===== src/rtl/stopwatch.sv =====
`default_nettype none
// ============================================================================
// Module      : stopwatch
// Description : M:SS BCD stopwatch with start/stop, cancel and an optional
//               lap hold (compiled in when STOPWATCH_LAP_HOLD_EN is defined).
// Revision    : 1.0 - initial release
// ============================================================================
module stopwatch #(
  parameter int PRESCALE = 100000000,
  parameter int MAX_MINS = 9
) (
  input  logic       CLK,
  input  logic       RESET,
  input  logic       s_start_stop,
  input  logic       s_lap,
  input  logic       s_cancel,
  output logic [3:0] secs,
  output logic [3:0] ten_secs,
  output logic [3:0] mins,
  output logic       running,
  output logic       overflow
);

  localparam int              c_pw        = (PRESCALE > 2) ? $clog2(PRESCALE) : 1;
  localparam logic [c_pw-1:0] c_presc_top = c_pw'(PRESCALE - 1);
  localparam logic [3:0]      c_max_mins  = 4'(MAX_MINS);

  typedef enum logic [1:0] {
    S_IDLE    = 2'd0,
    S_RUNNING = 2'd1,
    S_PAUSED  = 2'd2,
    S_FULL    = 2'd3
  } state_t;

  state_t          r_state;
  state_t          w_state_nxt;
  logic [c_pw-1:0] r_presc;
  logic [c_pw-1:0] w_presc_nxt;
  logic [3:0]      r_secs;
  logic [3:0]      r_tens;
  logic [3:0]      r_mins;
  logic [3:0]      w_secs_nxt;
  logic [3:0]      w_tens_nxt;
  logic [3:0]      w_mins_nxt;
  logic            w_at_max;
  logic            w_full_evt;
  logic [3:0]      w_disp_secs;
  logic [3:0]      w_disp_tens;
  logic [3:0]      w_disp_mins;

  assign w_at_max = (r_mins == c_max_mins) && (r_tens == 4'd5) && (r_secs == 4'd9);

  // Tick is evaluated first so it still lands on a cycle where start/stop pauses.
  always_comb begin
    w_state_nxt = r_state;
    w_presc_nxt = r_presc;
    w_secs_nxt  = r_secs;
    w_tens_nxt  = r_tens;
    w_mins_nxt  = r_mins;
    w_full_evt  = 1'b0;

    if (r_state == S_RUNNING) begin
      if (r_presc == c_presc_top) begin
        w_presc_nxt = '0;
        if (w_at_max) begin
          w_full_evt = 1'b1;
        end else if (r_secs != 4'd9) begin
          w_secs_nxt = r_secs + 4'd1;
        end else begin
          w_secs_nxt = 4'd0;
          if (r_tens != 4'd5) begin
            w_tens_nxt = r_tens + 4'd1;
          end else begin
            w_tens_nxt = 4'd0;
            w_mins_nxt = r_mins + 4'd1;
          end
        end
      end else begin
        w_presc_nxt = r_presc + 1'b1;
      end
    end

    if (s_cancel) begin
      w_state_nxt = S_IDLE;
      w_presc_nxt = '0;
      w_secs_nxt  = 4'd0;
      w_tens_nxt  = 4'd0;
      w_mins_nxt  = 4'd0;
    end else if (s_start_stop) begin
      case (r_state)
        S_IDLE: begin
          w_state_nxt = S_RUNNING;
          w_presc_nxt = '0;
        end
        S_RUNNING: w_state_nxt = S_PAUSED;
        S_PAUSED:  w_state_nxt = S_RUNNING;
        default:   w_state_nxt = r_state;
      endcase
    end else if (w_full_evt) begin
      w_state_nxt = S_FULL;
    end
  end

`ifdef STOPWATCH_LAP_HOLD_EN
  logic       r_hold_on;
  logic [3:0] r_hold_secs;
  logic [3:0] r_hold_tens;
  logic [3:0] r_hold_mins;
  logic       w_hold_on_nxt;
  logic [3:0] w_hold_secs_nxt;
  logic [3:0] w_hold_tens_nxt;
  logic [3:0] w_hold_mins_nxt;

  always_comb begin
    w_hold_on_nxt   = r_hold_on;
    w_hold_secs_nxt = r_hold_secs;
    w_hold_tens_nxt = r_hold_tens;
    w_hold_mins_nxt = r_hold_mins;
    if (s_cancel) begin
      w_hold_on_nxt   = 1'b0;
      w_hold_secs_nxt = 4'd0;
      w_hold_tens_nxt = 4'd0;
      w_hold_mins_nxt = 4'd0;
    end else begin
      if (!s_start_stop && s_lap) begin
        if (r_hold_on) begin
          w_hold_on_nxt = 1'b0;
        end else if (r_state == S_RUNNING || r_state == S_PAUSED) begin
          w_hold_on_nxt   = 1'b1;
          w_hold_secs_nxt = r_secs;
          w_hold_tens_nxt = r_tens;
          w_hold_mins_nxt = r_mins;
        end
      end
      if (w_state_nxt == S_FULL && r_state != S_FULL) begin
        w_hold_on_nxt = 1'b0;
      end
    end
  end

  always_ff @(posedge CLK) begin
    if (RESET) begin
      r_hold_on   <= 1'b0;
      r_hold_secs <= 4'd0;
      r_hold_tens <= 4'd0;
      r_hold_mins <= 4'd0;
    end else begin
      r_hold_on   <= w_hold_on_nxt;
      r_hold_secs <= w_hold_secs_nxt;
      r_hold_tens <= w_hold_tens_nxt;
      r_hold_mins <= w_hold_mins_nxt;
    end
  end

  assign w_disp_secs = w_hold_on_nxt ? w_hold_secs_nxt : w_secs_nxt;
  assign w_disp_tens = w_hold_on_nxt ? w_hold_tens_nxt : w_tens_nxt;
  assign w_disp_mins = w_hold_on_nxt ? w_hold_mins_nxt : w_mins_nxt;
`else
  logic w_unused_lap;
  assign w_unused_lap = s_lap;

  assign w_disp_secs = w_secs_nxt;
  assign w_disp_tens = w_tens_nxt;
  assign w_disp_mins = w_mins_nxt;
`endif

  // Outputs are registered from next-state values so they change on the same edge.
  always_ff @(posedge CLK) begin
    if (RESET) begin
      r_state  <= S_IDLE;
      r_presc  <= '0;
      r_secs   <= 4'd0;
      r_tens   <= 4'd0;
      r_mins   <= 4'd0;
      secs     <= 4'd0;
      ten_secs <= 4'd0;
      mins     <= 4'd0;
      running  <= 1'b0;
      overflow <= 1'b0;
    end else begin
      r_state  <= w_state_nxt;
      r_presc  <= w_presc_nxt;
      r_secs   <= w_secs_nxt;
      r_tens   <= w_tens_nxt;
      r_mins   <= w_mins_nxt;
      secs     <= w_disp_secs;
      ten_secs <= w_disp_tens;
      mins     <= w_disp_mins;
      running  <= (w_state_nxt == S_RUNNING);
      overflow <= (w_state_nxt == S_FULL);
    end
  end

endmodule
`default_nettype wire


===== config.mk =====
export PLATFORM = sky130hd
export DESIGN_NAME = stopwatch
export DESIGN_NICKNAME = d
export VERILOG_FILES = /design/src/rtl/stopwatch.sv
export SDC_FILE = /design/constraint.sdc
export NUM_CORES = 1
export LEC_CHECK = 0
export CORE_UTILIZATION = 35
export DETAILED_ROUTE_END_ITERATION = 7
export PLACE_DENSITY = 0.64
export SETUP_SLACK_MARGIN = 0.1
export SYNTH_ARGS = -nofsm -noshare
export SYNTH_HDL_FRONTEND = slang
export SYNTH_SLANG_ARGS = --single-unit

===== constraint.sdc =====
create_clock -name CLK -period 2.7 [get_ports CLK]
set_clock_uncertainty 0.2 [all_clocks]
set_input_delay 0.27 -clock CLK [delete_from_list [all_inputs] [get_ports CLK]]
set_output_delay 0.27 -clock CLK [all_outputs]
set_load 0.005 [all_outputs]

==> flow_summary.yaml, run 1 <==
timing:
  fin_crit_ns: 2.351
  finalSetupViolCount: 0
  slew_headroom: 0.7226
  fin_crit_sh: 0.8709
  clock.fmax_mhz: 425.3
  slew_viol_final: 0
  hold_slack_ns: 0.3067
  worst-slew-pin-transition_ns: 0.4130
  hold_viol: 0
  setup_tns_ns: 0
  grt_setup_unrepaired: "no"
final_layout:
  finalNonFillerCells: 340
  drive_above_1_share: 0.07463
  diodes: 0
  fin_nets: 276
  fillers: 561
  syn2layout_area_growth_pct: 16.88
placement:
  place_inst: 333
  gp_congestion: 0.8540
  hpwl_mm: 3.002
  portBuffers: 17
detailed_routing:
  post_drt_wl_per_cell_um: 12.61
  vias_per_cell: 5.294
  dr.pass1.iters: 4
  via_count: 1800
  antenna_left: 0
  drc_errors: 0
  wirelength_mm: 4.288
  drtIter0Drc: 102
clock_tree:
  root_buffer: "clkbuf_8"
  cts_tree: "built"
  htreeDepth: 2
  numCtsBuffers: 5
  cts_resized: 0
  cts_buffer_depth: 2
  cts.sinks: 43
  clk_latency_ns: 0.29
  cts.clk_slew.worst_paths_ns: 0.08
  cts_setup_buffers: 0
  cts_hold_buf: 0
die:
  io_pins: 19
  die_h_um: 79.29
  fp.dieW_um: 79.29
  initial_core_util: 0.3706
  core_area_um2: 5642
  fp-row-count: 27
  dieArea_um2: 6287
synthesis:
  synthAdderAreaFrac: 0.01795
  synth_area_leader_cell: "dfxtp_1"
  synth-xor-area-share: 0.1089
  synth_compound_area_frac: 0.07780
  synth_cell_type_count: 41
  syn_nets: 255
  ys_top_cells_by_area: "dfxtp_1 41%, nor2_1 5.9%, xnor2_1 5.4%"
  synth_mux_area_frac: 0.01915
  synthArstFlopShare: 0
  synth_ff_type: "dfxtp_1"
  synth-simple-area-share: 0.3345
  synth_seq_area_share: 0.4117
  syn_inst: 247
  synth_area_um2: 2091
  ys_warn_count: 0
  synth_area_per_cell_um2: 8.465
  synth_edf_count: 0
  synth_top_area_share: 0.4117
  synth_seq_cells: 43
  synth_top_family_by_area: "simple AND/OR/NAND/NOR gates"
worst_setup_path:
  critPathMaxFanout: 13
  cp_data_arrival_time_ns: 2.38
  cp-end-kind: "flip-flop"
  cp.required_ns: 2.73
  worst_setup_path_start_kind: "flip-flop"
  critPathKind: "reg2reg"
power:
  leakage_nw: 0.7808
  p_switching_w: 0.0002280
  ir_worst_vdd_mv: 0.2218
  internal_power_w: 0.0008486
  pwr-share-clk: 0.380
  seqPwrFrac: 0.592
  pwr_density_cell_nw_per_um2: 440.6
  swShare: 0.2117
  comb_power_share: 0.028
global_route:
  grt_max_degree: 28
  overflow: 0
  antenna_found_initial: 0
  grt_pass1_wl_mm: 7.141
  grt_usage: 0.1442
  first_global_vias: 1594
outcome:
  status: "finished clean"
flow_run:
  cap_violations: 0
min_path:
  hp-class: "reg2reg"
==> routing by layer <==
layer,up-vias,track usage,share of wire
li1,923,-,-
met1,831,0.1900,0.49
met2,42,0.2284,0.46
met3,4,0.03448,0.043
met4,0,0.05091,0.0063
met5,-,0,0
==> logic make-up after synthesis <==
group,Yosys count
AND/OR/NAND/NOR,131
flip-flops,43
XOR/XNOR,26
AO/OA/AOI/OAI,25
buffers and inverters,15
multiplexers,4
adder cells (fa/ha/maj),3
==> worst max-delay path, cell delays in order (launching register included) <==
cell     delay [ns]
dfxtp_1        0.38
ha_1           0.19
and4b_1        0.23
nand4_1        0.10
or4_4          0.52
or4_1          0.53
a21oi_1        0.14
==> placed cells by master (no fill, tap or decap), drive strengths merged, types with 9 or more instances in the layout <==
cell type / n
a21oi: 9
clkdlybuf4s50: 17
dfxtp: 43
nand2: 20
nand3: 21
nand4: 9
nor2: 33
nor3: 9
nor4: 10
xnor2: 13
xor2: 13
==> path summary, 6_finish.rpt <==
path              depth (start not counted)  slack (ns)         to       start
hold / removal                            1        0.31   overflow  r_state[0]
setup / recovery                          6        0.35  r_tens[3]  r_presc[0]
hold reg to reg                           1        0.31   overflow  r_state[0]
setup reg to reg                          6        0.35  r_tens[3]  r_presc[0]
==> state kept, by name, summed over array words and instances, names as in the netlist <==
| register | flops |
|---|---|
| r_presc | 27 |
| r_secs | 4 |
| r_state | 2 |
| r_tens | 4 |
| running | 1 |
| overflow | 1 |
| r_mins | 4 |
==> power groups by stage <==
| stage | clock, W | sequential [W] | combinational, W |
|---|---|---|---|
| CTS | 0.000431 | 0.000638 | 0.0000301 |
| finish | 0.000409 | 0.000638 | 0.0000296 |
| detailed placement | 0 | 0.000653 | 0.0000298 |
| global placement | 0 | 0.000653 | 0.0000296 |
| global route | 0.000458 | 0.000638 | 0.0000329 |
| floorplan | 0 | 0.000652 | 0.0000170 |
==> Yosys cell counts, drive strengths merged, types with 3 or more instances <==
cell	n
o21ai	4
inv	6
ha	3
mux2i	4
or2	3
or3	3
nand2	20
nor3	9
and3	6
nand4	9
xor2	13
nand3b	3
dfxtp	43
nor4	10
and4	5
xnor2	13
a21oi	9
nor2	33
clkbuf	6
nand3	21
buf	3
==> layout make-up <==
cell class,instances,area (µm²),area share
clock buffer,6,82.58,0.03379
inverter,6,22.52,0.009217
tap,72,90.09,0.03687
timing repair buffer,23,215.2,0.08807
clock inverter,1,5.005,0.002048
sequential,43,860.8,0.3523
multi-input combinational,189,1167,0.4777
==> metrics by stage <==
stage	area [µm²]	util	total power [W]	setup WS (ns)
floorplan	2091	-	0.0006694	0.4374
global placement	2356	0.4176	0.0006825	0.3858
detailed placement	2356	0.4176	0.0006827	0.3766
CTS	2444	0.4331	0.001099	0.3448
global route	2444	0.4331	0.001129	0.2127
finish	2444	0.4331	0.001077	0.3486
Power figures use the tool's default switching activity.
==> run 2: changes to the inputs <==
Settings changed: CORE_MARGIN from default to 10, PLACE_DENSITY 0.64 to 0.66.
Clock period 2.7 ns to 2 ns, I/O delays scaled along.
==> run 2 against run 1 <==
  * The run now ends with setup timing left
  * Routed wire length increased by 25%
  * Sequential share of layout area is 7.5 points lower
  * Setup slack worse by 0.54 ns
  * Fmax up 7.1%
  * Non-clock buffer count rose by 45
==> flow_summary.yaml, run 2 (synthesis gave the netlist of run 1 again) <==
detailed_routing:
  drtIter0Drc: 76
  drc_errors: 0
  via_count: 2027
  dr.pass1.iters: 4
  wirelength_mm: 5.354
  antenna_left: 0
  post_drt_wl_per_cell_um: 13.76
  vias_per_cell: 5.211
power:
  p_switching_w: 0.0003593
  seqPwrFrac: 0.575
  swShare: 0.2403
  internal_power_w: 0.001136
  ir_worst_vdd_mv: 0.2373
  power_w: 0.001495
  pwr-share-clk: 0.374
  comb_power_share: 0.052
  leakage_nw: 1.066
  pwr_density_cell_nw_per_um2: 476.9
final_layout:
  largest_register: "r_presc"
  fillers: 505
  layout_common_cells: "42 x buf_4, 36 x dfxtp_1, 18 x nand2_1, 17 x nand3_1, 17 x clkdlybuf4s50_1"
  syn2layout_area_growth_pct: 49.97
  mostFrequentLayoutCell: "buf_4"
  drive_above_1_share: 0.3439
  fin_area_um2: 3136
  largest_reg_flops: 27
  diodes: 0
  fin_nets: 321
placement:
  hpwl_mm: 3.763
  gp_congestion: 0.8306
  portBuffers: 17
  place_ws_ns: -0.1815
  placed_area_um2: 2686
clock_tree:
  root_buffer: "clkbuf_8"
  clk_latency_ns: 0.30
  cts.clk_slew.worst_paths_ns: 0.09
  cts_buffer_depth: 2
  cts_tree: "built"
  htreeDepth: 2
  numCtsBuffers: 5
  cts_hold_buf: 0
  cts.sinks: 43
timing:
  slew_headroom: 0.7152
  fin_crit_ns: 2.195
  grt_setup_unrepaired: "yes"
  fin_crit_sh: 1.097
  clock.fmax_mhz: 455.7
  finalSetupViolCount: 32
  hold_viol: 0
  slew_viol_final: 0
  setup_ws_ns: -0.1946
  hold_slack_ns: 0.3332
  worst-slew-pin-transition_ns: 0.4239
worst_setup_path:
  path_cells: "and4bb_1 -> nand2_2 -> or4_4 -> buf_6 -> o211ai_4 -> clkbuf_16 -> nor2_4"
  worst_setup_path_start_kind: "flip-flop"
  critPathMaxFanout: 7
  cpLargestDelayFamily: "simple AND/OR/NAND/NOR gates"
  cp_data_arrival_time_ns: 2.19
  critical_path.slowest_cell: "or4_4"
  cp-end-kind: "flip-flop"
  cp.required_ns: 1.99
  max_stage_delay_ns: 0.55
  critPathKind: "reg2reg"
  path_buf_inv: 2
outcome:
  failed_checks: "setup timing"
  status: "finished, violations left"
global_route:
  grt_usage: 0.1070
  grt_pass1_wl_mm: 8.680
  antenna_found_initial: 0
  overflow: 0
  grt_max_degree: 22
  first_global_vias: 1911
die:
  fp.dieW_um: 97.29
  core_area_um2: 5851
  fp-row-count: 28
  initial_core_util: 0.3574
  io_pins: 19
  dieArea_um2: 9465
  die_h_um: 97.29
flow_run:
  cap_violations: 0
min_path:
  hp-class: "reg2reg"
[run 2: cell count changes in the layout (fill, tap and decap cells not counted), moves of 3 or more]
cell,change
buf_6,+6
nand3_2,+3
nand3_1,-4
nor4_1,-3
nor2_2,+5
nor2_4,+16
nor2_1,-21
dfxtp_1,-7
dfxtp_2,+7
buf_4,+36
[run 2: final cells by class]
type                            instances  area (µm²)  area share
Sequential cell                        43       869.6      0.2773
Tap cell                               75       93.84     0.02993
Timing Repair Buffer                   68       623.1      0.1987
Multi-Input combinational cell        189        1438      0.4585
Inverter                                6       22.52    0.007183
Clock buffer                            5       68.82     0.02195
Clock inverter                          3       20.02    0.006385
[run 2: final timing paths]
path              cells after the start  slack [ns]          to        from
setup / recovery                      7       -0.19  r_presc[6]  r_presc[8]
hold / removal                        2        0.33   r_secs[2]   r_secs[2]
setup reg to reg                      7       -0.19  r_presc[6]  r_presc[8]
hold reg to reg                       2        0.33   r_secs[2]   r_secs[2]
[run 2: routing by layer]
metal	global-route usage	vias up	share of wire
met3	0.02987	9	0.045
li1	-	1014	-
met1	0.1243	961	0.44
met2	0.1754	43	0.49
met5	0	-	0
met4	0.05481	0	0.021
[run 2: power groups by stage]
| stage | clock network (W) | registers (W) | logic (W) |
|---|---|---|---|
| floorplan | 0 | 0.000881 | 0.0000267 |
| global route | 0.000613 | 0.000860 | 0.0000815 |
| detailed placement | 0 | 0.000880 | 0.0000494 |
| CTS | 0.000575 | 0.000859 | 0.0000526 |
| finish | 0.000559 | 0.000859 | 0.0000771 |
| global placement | 0 | 0.000880 | 0.0000488 |
[run 2: repair_timing]
action                     in CTS  in global routing
buffers inserted                3                  1
cloned                          0                  3
pin swaps                      15                 25
gates resized for setup        17                 52
setup endpoints to repair      42                 42
[run 2: worst register-to-register path, delay by kind of cell, from the launching register on]
kind	cells	cell delay [ns]
buffers and inverters	2	0.42
flip-flops	1	0.32
AO/OA/AOI/OAI	1	0.17
AND/OR/NAND/NOR	4	0.97
[run 2: stage by stage]
| stage | cells | setup TNS [ns] | util |
|---|---|---|---|
| 6_report | 389 | -4.580 | 0.5359 |
| 3_3_place_gp | 375 | -2.716 | 0.4592 |
| 5_1_grt | 389 | -6.566 | 0.5359 |
| 2_1_floorplan | 247 | -2.074 | - |
| 4_1_cts | 386 | -2.067 | 0.4906 |
| 3_5_place_dp | 375 | -3.427 | 0.4592 |
==> run 3: changes to the inputs <==
Settings changed: SETUP_SLACK_MARGIN 0.1 to 0.2.
==> run 3 against run 2 <==
  * The run still ends with setup timing left
  * Hold slack improved by 0.0037 ns
  * Die area did not move
  * Register-to-register slack barely moved
  * Clock power fell by 8.4%
  * Cell area fell by 3.6%
  * Flip-flop and latch count did not move
  * Routed wire length barely moved
  * Core utilization fell by 1.9 points
  * Global-route usage rose by 0.22 points
==> flow_summary.yaml, run 3 (synthesis gave the netlist of run 1 again) <==
worst_setup_path:
  worst_setup_path_start_kind: "flip-flop"
  critPathMaxFanout: 3
  critPathKind: "reg2reg"
  cp_data_arrival_time_ns: 2.22
  cp-end-kind: "flip-flop"
  r2r_slack_ns: -0.19
  cp.required_ns: 2.04
detailed_routing:
  vias_per_cell: 5.112
  drc_errors: 0
  post_drt_wl_per_cell_um: 13.65
  dr.pass1.iters: 4
  drtIter0Drc: 118
  wirelength_mm: 5.351
  antenna_left: 0
  via_count: 2004
clock_tree:
  root_buffer: "clkbuf_8"
  cts.clk_slew.worst_paths_ns: 0.08
  cts.sinks: 43
  cts_hold_buf: 0
  htreeDepth: 2
  cts_buffer_depth: 2
  numCtsBuffers: 5
  cts_tree: "built"
  clk_latency_ns: 0.30
final_layout:
  diodes: 0
  mostFrequentLayoutCell: "buf_4"
  multi_input_area_um2: 1346
  ff_latch_area_um2: 865.8
  layout_common_cells: "50 x buf_4, 39 x dfxtp_1, 32 x nor2_1, 18 x nand2_1"
  fin_area_um2: 3023
  final_core_utilization: 0.5167
  fillers: 516
  largest_reg_flops: 27
  drive_above_1_share: 0.2965
  largest_register: "r_presc"
  syn2layout_area_growth_pct: 44.58
  fin_nets: 326
  finalNonFillerCells: 392
placement:
  gp_congestion: 0.8165
  place_inst: 374
  portBuffers: 17
  placed_area_um2: 2688
  hpwl_mm: 3.711
flow_run:
  cap_violations: 0
global_route:
  overflow: 0
  grt_pass1_wl_mm: 8.804
  grt_max_degree: 28
  antenna_found_initial: 0
  first_global_vias: 1929
  grt_usage: 0.1092
power:
  leakage_nw: 1.083
  pwr_density_cell_nw_per_um2: 470.1
  ir_worst_vdd_mv: 0.4769
timing:
  fin_crit_sh: 1.093
  hold_viol: 0
  setup_ws_ns: -0.1854
  grt_setup_unrepaired: "yes"
  clock.fmax_mhz: 457.6
  slew_viol_final: 0
  slew_headroom: 0.6632
  worst-slew-pin-transition_ns: 0.5014
  fin_crit_ns: 2.185
  finalSetupViolCount: 34
die:
  fp-row-count: 28
  dieArea_um2: 9465
  fp.dieW_um: 97.29
  io_pins: 19
  die_h_um: 97.29
  core_area_um2: 5851
  initial_core_util: 0.3574
outcome:
  status: "finished, violations left"
  failed_checks: "setup timing"
min_path:
  hp-class: "reg2reg"
-- run 3: changes by cell type in the layout (fill, tap and decap cells not counted), moves of 4 or more --
cell    before  now
nor2_1      12   32
nor2_4      16    0
buf_4       42   50
nor2_2       5    1
-- run 3: layout make-up --
type / instances / share of cell area
clock buffer: 6 / 0.02401
timing repair buffer: 73 / 0.2057
tap: 75 / 0.03104
sequential: 43 / 0.2864
inverter: 6 / 0.007450
multi-input combinational: 189 / 0.4454
-- run 3: stage by stage --
step / power [W] / hold WS [ns] / setup TNS [ns] / setup WS, ns
floorplan: 0.0009075 / 0.1636 / -2.074 / -0.2097
finish: 0.001421 / 0.3369 / -3.069 / -0.1854
detailed placement: 0.0009281 / 0.3051 / -4.875 / -0.2004
CTS: 0.001435 / 0.3178 / -3.589 / -0.1750
global placement: 0.0009271 / 0.2841 / -3.421 / -0.1670
global route: 0.001478 / 0.3599 / -6.076 / -0.2501
-- run 3: final timing paths --
check | start | to | cells after the start
max | r_presc[8] | r_tens[3] | 5
min | r_mins[2] | r_mins[2] | 2
max reg2reg | r_presc[8] | r_tens[3] | 5
min reg2reg | r_mins[2] | r_mins[2] | 2
-- run 3: worst max-delay path, cell delays in order, from the launching register on --
cell and delay (ns):
dfxtp_1 0.31, and4bb_1 0.33, nand2_2 0.07, or4_4 0.55, or4_4 0.55, a21oi_2 0.11
-- run 3: timing repair --
item                                    in CTS  in global routing
endpoints found under the setup margin      42                 42
resized for setup                           17                 18
pin swaps                                    5                 12
hold endpoints to repair                     0                  0
setup buffers                                7                  5
-- run 3: where the power goes --
group | internal (W) | switching [W]
clock | 0.000233 | 0.000279
sequential | 0.000858 | 0.00000121
combinational | 0.0000217 | 0.0000278
total | 0.00111 | 0.000308
-- run 3: routing by layer --
metal	GRT usage	part of all wire	vias to the layer above
met5	0	0	-
met4	0.03691	0.012	0
met3	0.03201	0.037	6
met2	0.1806	0.48	26
met1	0.1316	0.47	945
li1	-	-	1027
